## config.mk

```make
export PLATFORM = sky130hd
export DESIGN_NAME = vec_div_seq
export DESIGN_NICKNAME = d
export VERILOG_FILES = /design/src/rtl/vec_div_seq.sv
export SDC_FILE = /design/constraint.sdc
export NUM_CORES = 2
export LEC_CHECK = 0
export ABC_AREA = 0
export CAP_MARGIN = 20
export CORE_MARGIN = 1
export CORE_UTILIZATION = 57
export CTS_BUF_LIST = sky130_fd_sc_hd__clkbuf_8
export DETAILED_ROUTE_END_ITERATION = 8
export GPL_ROUTABILITY_DRIVEN = 1
export HOLD_SLACK_MARGIN = 0.1
export PLACE_DENSITY = 0.89
export SKIP_LAST_GASP = 1
export SLEW_MARGIN = 20
export SYNTH_ARGS = -nofsm -noshare
export SYNTH_HDL_FRONTEND = slang
export SYNTH_SLANG_ARGS = --single-unit
```

## constraint.sdc

```tcl
create_clock -name clk -period 71.1 [get_ports clk]
set_input_delay 14.22 -clock clk [delete_from_list [all_inputs] [get_ports clk]]
set_output_delay 14.22 -clock clk [all_outputs]
set_load 0.01 [all_outputs]
```

## src/rtl/vec_div_seq.sv

```systemverilog
// rtl/vec_div_seq.sv - vector fixed-point divider, NUM_DIV shared shift-subtract units over ARR_WIDTH/NUM_DIV passes
module vec_div_seq #(
  parameter int ARR_WIDTH = 8,
  parameter int FXP_N     = 16,
  parameter int FXP_R     = 8,
  parameter int NUM_DIV   = 2
) (
  input  logic                         clk,
  input  logic                         rst,
  input  logic                         in_valid,
  output logic                         in_ready,
  input  logic                         mode,
  input  logic                         sat_mode,
  input  logic [ARR_WIDTH*FXP_N-1:0]   in_a,
  input  logic [ARR_WIDTH*FXP_N-1:0]   in_b,
  output logic                         out_valid,
  input  logic                         out_ready,
  output logic [ARR_WIDTH*FXP_N-1:0]   out,
  output logic [ARR_WIDTH-1:0]         dbz_mask,
  output logic [ARR_WIDTH-1:0]         ovf_mask,
  output logic                         dbz,
  output logic                         ovf,
  output logic                         busy
);
  localparam int PASSES = ARR_WIDTH / NUM_DIV;
  localparam int ITER   = FXP_N + FXP_R;
  localparam int G_W    = (PASSES > 1) ? $clog2(PASSES) : 1;
  localparam int C_W    = $clog2(ITER + 1);
  localparam logic [FXP_N-1:0] MAX_POS = {1'b0, {(FXP_N-1){1'b1}}};
  localparam logic [FXP_N-1:0] MIN_NEG = {1'b1, {(FXP_N-1){1'b0}}};
  localparam logic [ITER-1:0]  LIM_POS = ITER'((1 << (FXP_N-1)) - 1);
  localparam logic [ITER-1:0]  LIM_NEG = ITER'(1 << (FXP_N-1));

  typedef enum logic [2:0] {S_IDLE, S_SETUP, S_CALC, S_WB, S_DONE} state_t;
  state_t r_state;
  state_t w_state_next;

  logic [ARR_WIDTH-1:0][FXP_N-1:0] r_a;
  logic [ARR_WIDTH-1:0][FXP_N-1:0] r_b;
  logic                            r_sat;
  logic [G_W-1:0]                  r_g;
  logic [C_W-1:0]                  r_cnt;
  logic [NUM_DIV-1:0][FXP_N:0]     r_rem;
  logic [NUM_DIV-1:0][ITER-1:0]    r_quo;
  logic [NUM_DIV-1:0][FXP_N-1:0]   r_dvs;
  logic [NUM_DIV-1:0]              r_neg, r_a_neg, r_a_zero, r_b_zero;
  logic [ARR_WIDTH-1:0][FXP_N-1:0] r_buf, r_out;
  logic [ARR_WIDTH-1:0]            r_dbz_buf, r_ovf_buf, r_dbz_out, r_ovf_out;

  logic [NUM_DIV-1:0][FXP_N:0]     w_shift, w_rem_next;
  logic [NUM_DIV-1:0][ITER-1:0]    w_quo_next;
  logic [NUM_DIV-1:0][FXP_N-1:0]   w_res;
  logic [NUM_DIV-1:0]              w_res_dbz, w_res_ovf;
  logic [ARR_WIDTH-1:0][FXP_N-1:0] w_buf_next;
  logic [ARR_WIDTH-1:0]            w_dbz_next, w_ovf_next;
  logic                            w_last_pass, w_calc_last;

  function automatic logic [FXP_N-1:0] f_mag(input logic [FXP_N-1:0] v);
    return v[FXP_N-1] ? -v : v;
  endfunction

  assign w_last_pass = (r_g == G_W'(PASSES - 1));
  assign w_calc_last = (r_cnt == C_W'(ITER - 1));

  always_comb begin
    w_state_next = r_state;
    in_ready     = 1'b0;
    out_valid    = 1'b0;
    busy         = 1'b1;
    case (r_state)
      S_IDLE: begin
        in_ready = 1'b1;
        busy     = 1'b0;
        if (in_valid) w_state_next = S_SETUP;
      end
      S_SETUP: w_state_next = S_CALC;
      S_CALC:  if (w_calc_last) w_state_next = S_WB;
      S_WB:    w_state_next = w_last_pass ? S_DONE : S_SETUP;
      S_DONE: begin
        out_valid = 1'b1;
        if (out_ready) w_state_next = S_IDLE;
      end
      default: w_state_next = S_IDLE;
    endcase
  end

  // Restoring step: remainder is one bit wider than the divisor so the trial subtract never wraps.
  always_comb begin
    for (int u = 0; u < NUM_DIV; u++) begin
      w_shift[u] = {r_rem[u][FXP_N-1:0], r_quo[u][ITER-1]};
      if (w_shift[u] >= {1'b0, r_dvs[u]}) begin
        w_rem_next[u] = w_shift[u] - {1'b0, r_dvs[u]};
        w_quo_next[u] = {r_quo[u][ITER-2:0], 1'b1};
      end else begin
        w_rem_next[u] = w_shift[u];
        w_quo_next[u] = {r_quo[u][ITER-2:0], 1'b0};
      end
    end
  end

  always_comb begin
    for (int u = 0; u < NUM_DIV; u++) begin
      w_res_dbz[u] = r_b_zero[u];
      w_res_ovf[u] = 1'b0;
      w_res[u]     = '0;
      if (r_b_zero[u]) begin
        if (r_sat && !r_a_zero[u]) w_res[u] = r_a_neg[u] ? MIN_NEG : MAX_POS;
      end else if (r_neg[u]) begin
        w_res_ovf[u] = (r_quo[u] > LIM_NEG);
        w_res[u]     = w_res_ovf[u] ? MIN_NEG : -r_quo[u][FXP_N-1:0];
      end else begin
        w_res_ovf[u] = (r_quo[u] > LIM_POS);
        w_res[u]     = w_res_ovf[u] ? MAX_POS : r_quo[u][FXP_N-1:0];
      end
    end
  end

  always_comb begin
    w_buf_next = r_buf;
    w_dbz_next = r_dbz_buf;
    w_ovf_next = r_ovf_buf;
    for (int p = 0; p < PASSES; p++) begin
      if (r_g == G_W'(p)) begin
        for (int u = 0; u < NUM_DIV; u++) begin
          w_buf_next[p*NUM_DIV+u] = w_res[u];
          w_dbz_next[p*NUM_DIV+u] = w_res_dbz[u];
          w_ovf_next[p*NUM_DIV+u] = w_res_ovf[u];
        end
      end
    end
  end

  always_ff @(posedge clk or posedge rst) begin
    if (rst) begin
      r_state   <= S_IDLE;
      r_g       <= '0;
      r_cnt     <= '0;
      r_a       <= '0;
      r_b       <= '0;
      r_sat     <= 1'b0;
      r_rem     <= '0;
      r_quo     <= '0;
      r_dvs     <= '0;
      r_neg     <= '0;
      r_a_neg   <= '0;
      r_a_zero  <= '0;
      r_b_zero  <= '0;
      r_buf     <= '0;
      r_dbz_buf <= '0;
      r_ovf_buf <= '0;
      r_out     <= '0;
      r_dbz_out <= '0;
      r_ovf_out <= '0;
    end else begin
      r_state <= w_state_next;
      case (r_state)
        S_IDLE: begin
          if (in_valid) begin
            r_a   <= in_a;
            r_b   <= mode ? {ARR_WIDTH{in_b[FXP_N-1:0]}} : in_b;
            r_sat <= sat_mode;
            r_g   <= '0;
          end
        end
        S_SETUP: begin
          r_cnt <= '0;
          for (int p = 0; p < PASSES; p++) begin
            if (r_g == G_W'(p)) begin
              for (int u = 0; u < NUM_DIV; u++) begin
                r_quo[u]    <= ITER'(f_mag(r_a[p*NUM_DIV+u])) << FXP_R;
                r_rem[u]    <= '0;
                r_dvs[u]    <= f_mag(r_b[p*NUM_DIV+u]);
                r_neg[u]    <= r_a[p*NUM_DIV+u][FXP_N-1] ^ r_b[p*NUM_DIV+u][FXP_N-1];
                r_a_neg[u]  <= r_a[p*NUM_DIV+u][FXP_N-1];
                r_a_zero[u] <= (r_a[p*NUM_DIV+u] == '0);
                r_b_zero[u] <= (r_b[p*NUM_DIV+u] == '0);
              end
            end
          end
        end
        S_CALC: begin
          r_rem <= w_rem_next;
          r_quo <= w_quo_next;
          r_cnt <= r_cnt + C_W'(1);
        end
        S_WB: begin
          r_buf     <= w_buf_next;
          r_dbz_buf <= w_dbz_next;
          r_ovf_buf <= w_ovf_next;
          if (w_last_pass) begin
            r_out     <= w_buf_next;
            r_dbz_out <= w_dbz_next;
            r_ovf_out <= w_ovf_next;
            r_g       <= '0;
          end else begin
            r_g <= r_g + G_W'(1);
          end
        end
        default: ;
      endcase
    end
  end

  assign out      = r_out;
  assign dbz_mask = r_dbz_out;
  assign ovf_mask = r_ovf_out;
  assign dbz      = |r_dbz_out;
  assign ovf      = |r_ovf_out;

endmodule

```

# [After elaboration in Yosys (flattened, before gate mapping)]
# Index checks and enable logic that the tools add are counted.
[classes] n_addsub=22 n_lt_le_gt_ge=6 eq_ne=12 muxes=91 bitwise=8 n_reduce_logical=33
[ops] op="16-bit two-way mux" n=29
[ops] op="16-bit negation" n=18
[ops] op="16-bit logical NOT" n=16
[ops] op="32-bit two-way mux" n=8
[ops] op="48-bit two-way mux" n=4
[ops] op="33-bit two-way mux" n=4
[ops] op="128-bit two-way mux" n=1
[ops] op="48-bit case mux with 2 select lines" n=1
[ops] op="33-bit case mux with 2 select lines" n=1
[ops] op="2-bit two-way mux" n=26
[ops] op="24-bit by 15-bit greater-than comparator with 1-bit output (second input constant)" n=2
[ops] op="24-bit by 16-bit greater-than comparator with 1-bit output (second input constant)" n=2
[ops] op="17-bit by 16-bit greater-or-equal comparator with 1-bit output" n=2
[ops] op="17-bit two-way mux" n=1
[ops] op="17-bit by 16-bit subtractor with 17-bit output" n=1
[ops] op="8-bit OR reduction" n=2
[ops] op="16-bit subtractor" n=1
[ops] op="3-bit case mux with 5 select lines" n=1
[ops] op="3-bit two-way mux" n=4
[ops] op="5-bit case mux with 2 select lines" n=1
[ops] op="2-bit AND reduction" n=5
[ops] op="1-bit two-way mux" n=9
[ops] op="1-bit bitwise XOR" n=8
[ops] op="3-bit by 2-bit == test with 1-bit output (second input constant)" n=2
[ops] op="other kinds (17)" n=23
[word_totals] output_inout_bits=149 reg_bits=675

# [Depth between registers and ports, before layout]
[depth] word_depth=7 depth_mapped=12 mapped_depth_nobuf=10

# [Worst setup path before layout]
# No wires, ideal clock.
[synth_path] kind="in2reg" startpoint="in in_valid" endpoint="reg r_a[100] in the netlist's numbering" cell_stages=5 t_arrival_ns=15.512 required_time_ns=70.975 setup_slack_ns=55.463 cell_sequence="and2_1 clkbuf_1 clkbuf_1 clkbuf_1 mux2_2"
[synth_via] elab_chain_cells=1
[synth_lines] element="start: declaration" line_no="10" source="input logic in_valid,"
[synth_lines] element="2-bit AND reduction (no line)"
[synth_lines] element="end signal: assignment" line_no="159" source="r_a <= in_a;"
[synth_lines] element="end: declaration" line_no="38" source="logic [ARR_WIDTH-1:0][FXP_N-1:0] r_a;"
# No other way between the ends.
# A chain may end at the register's enable or synchronous reset.

# [Worst setup path in the final report]
[layout_path] startpoint="reg r_state[1]" endpoint="out out_valid"
[layout_via] elab_chain_cells=2
[layout_lines] element="start: declaration" line_no="35" source="state_t r_state;"
[layout_lines] element="start signal: assignment" line_no="155" source="r_state <= w_state_next;"
[layout_lines] element="3-bit == test" line_no="70" source="case (r_state)"
[layout_lines] element="1-bit two-way mux" line_no="70"
[layout_lines] element="end: declaration" line_no="16" source="output logic out_valid,"
# No other way between the ends.

==> qor.csv <==
stage,metric,value,unit
drt,drt_iter0_drc,4178,
global_route,grt_antenna_before_repair,1,
logic_synthesis,synth-seq-area-share,0.461,
drt,viasPerCell,6.45,
power,p_int,1.10,mW
power,sequentialPowerShare,0.364,
cts,cts_tree,done,
run_status,violations,design-rule violations,
worst_hold_path,hp-class,register to register,
placement,dpl.cell_count,4760,
logic_synthesis,synthArstFlopShare,1.00,
worst_setup_path,criticalPathCategory,register to primary output,
worst_setup_path,r2r_slack,66.81,ns
global_route,grt_overflow,0,
worst_hold_path,min_delay_worst_endpoint,r_buf[49],
logic_synthesis,synth_flop_cell,dfrtp_1,
placement,place_area,39100,µm²
worst_setup_path,reg2reg_depth,7,
worst_setup_path,critPathArrivalTime,2.45,ns
die,die_y,249,µm
power,power.total,1.98,mW
die,start_util,0.576,
final_layout,fillerInstances,4480,
timing,setup_viol,0,
timing,skew,0.0500,ns
global_route,grt_pass1_wl,170,mm
final_layout,finalNetCount,4402,
cts,cts_buffer_depth,3,
cts,hold_buffers,0,
worst_setup_path,r2r-start,r_g[0],
logic_synthesis,syn_inst,3808,
die,dieArea,61900,µm²
timing,drv_slew,0,
final_layout,final_cells,4946,
timing,max_freq,0.0600,GHz
placement,port_buffers,410,
worst_setup_path,timing.rr.end,r_b_zero[1],
worst_hold_path,hold_depth,2,
final_layout,area_growth,18.8,%
power,powerDensity,48.1,nW/µm²
timing,tns,0,ns
worst_setup_path,crit_required,56.88,ns
power,p_leak,17.3,nW
worst_setup_path,worstSetupEndpointType,primary output,
timing,finalCritPeriodShare,0.234,
global_route,grt_pass1_vias,29608,
logic_synthesis,yosysWarnings,0,
worst_setup_path,start_kind,register,
drt,drt-pass1-iter-count,9,
worst_hold_path,hp-start,r_buf[49],
drt,wl,109,mm
final_layout,final_common_cell,dfrtp_1,
logic_synthesis,avgSynthCellArea,9.12,µm²
die,die_w,249,µm
timing,period_needed,16.67,ns
cts,clk_latency,0.76,ns
final_layout,stdcell_area,41200,µm²
logic_synthesis,synth_edf_count,0,
logic_synthesis,ys_types,82,
placement,dp_hpwl,75.9,mm
die,std_cell_rows,90,
worst_setup_path,path_max_fanout,7,
cts,cts_setup_buffers,0,
job,max-cap-violations,0,
power,clockPowerShare,0.164,
die,core_region_area,60200,µm²
final_layout,layout_common_cells,"dfrtp_1, a21oi_1, o21ai_0",
drt,drcViolationCount,5,
power,netSwitchingPower,0.888,mW
global_route,grt_use_total,0.349,
final_layout,drive_gt1_frac,0.0855,
drt,vias,31895,
placement,place.gp.congestion,0.946,
logic_synthesis,netlist_area,34700,µm²
logic_synthesis,synth-seq-cells,639,
timing,hold_violations,0,
final_layout,finish.utilization,0.684,
timing,worst_pin_slew,1.16,ns
cts,cts_sinks,639,
cts,htreeDepth,3,
timing,slew_headroom,0.229,
logic_synthesis,synth.net_count,4127,
die,io_pins,411,
cts,cts_resized,0,
drt,routedWlPerCell,22.1,µm
cts,clockRootBuffer,clkbuf_8,
cts,cts_buffers,103,
power,vdd_drop_max,0.0000269,V
global_route,grt_start_max_net_pins,216,
run_status,status,finished with violations,
power,comb_power_share,0.472,
drt,ant_nets,0,
power,power_switching_share,0.448,
cts,path_clk_slew,0.06,ns
timing,rsz0062_at_grt,no,
Yosys cell counts (all sizes together), types with 30 or more instances:
cell / n / area share
dfrtp: 639 / 0.46
o21ai: 465 / 0.068
a21oi: 453 / 0.066
nand2: 364 / 0.039
clkbuf: 243 / 0.026
nor2: 240 / 0.026
mux2: 122 / 0.040
xnor2: 118 / 0.030
xor2: 113 / 0.029
inv: 102 / 0.011
or3: 79 / 0.014
o31ai: 75 / 0.016
mux2i: 57 / 0.016
ha: 55 / 0.020
nor3: 55 / 0.0081
nor3b: 40 / 0.0086
a211oi: 38 / 0.0082
nor4: 35 / 0.0063
nand3: 33 / 0.0048
and2: 31 / 0.0058
buf: 31 / 0.0037
a21o: 30 / 0.0065
cell families after synthesis:
family | count (synthesis) | synth area share
xor gates and xnor gates | 231 | 0.0583
buffers and inverters | 379 | 0.0414
AOI/OAI and AO/OA | 1288 | 0.219
DFF | 639 | 0.461
muxes | 179 | 0.0560
adders and majority gates | 57 | 0.0210
and+or+nand+nor | 1035 | 0.144
power groups by stage:
stage          Sequential, mW  Clock (mW)  Combinational (mW)
2_1_floorplan           0.646           0               0.654
3_3_place_gp            0.708           0               0.880
3_5_place_dp            0.717           0               0.909
4_1_cts                 0.712       0.327               0.917
5_1_grt                 0.737       0.344                1.02
6_report                0.723       0.325               0.936
sequential cells by signal, summed over array words and instances (netlist names), 3 cells and up:
signal     flops
dbz_mask       8
out          128
ovf_mask       8
r_a          128
r_b          128
r_buf         96
r_cnt          5
r_dbz_buf      6
r_dvs         32
r_ovf_buf      6
r_quo         48
r_rem         32
r_state        3
worst max path at each step:
stage,from,endpoint,slack (ns),cells past startpoint
floorplan,rst,dbz_mask[0],38.98,1
finish,r_state[1],out_valid,54.43,4
global route,r_state[1],out_valid,54.38,4
detailed placement,rst,out[62],53.82,4
global placement,rst,out[62],53.85,4
CTS,r_state[1],out_valid,54.38,4
layout make-up:
type	instances	area (µm²)	area share
Clock inverter	61	389	0.00944
Tap cell	782	978	0.0237
Sequential cell	639	16000	0.388
Antenna cell	1	2.50	0.0000607
Clock buffer	124	1710	0.0414
Multi-Input combinational cell	2790	17400	0.421
Inverter	105	402	0.00974
Timing Repair Buffer	444	4390	0.106
per-stage QoR:
step                      hold slack [ns]  setup WS (ns)
after CTS                           0.474          54.38
after global routing                0.491          54.38
after global placement              0.453          53.85
after floorplan                     0.442          38.98
final                               0.475          54.43
after detailed placement            0.461          53.82
per-layer routing:
| layer | GRT usage | part of all wire | vias to the layer above |
|---|---|---|---|
| li1 | - | - | 14163 |
| met1 | 0.477 | 0.40 | 15397 |
| met2 | 0.533 | 0.45 | 2032 |
| met3 | 0.0724 | 0.10 | 303 |
| met4 | 0.167 | 0.046 | 0 |
| met5 | 0 | 0 | - |
critical path, stage by stage, from the launching register on:
cell and delay, ns:
dfrtp_1 0.49, nor2_1 0.41, nand2_1 0.19, inv_1 0.10, clkdlybuf4s50_1 0.55
Power figures use the tool's default switching activity.
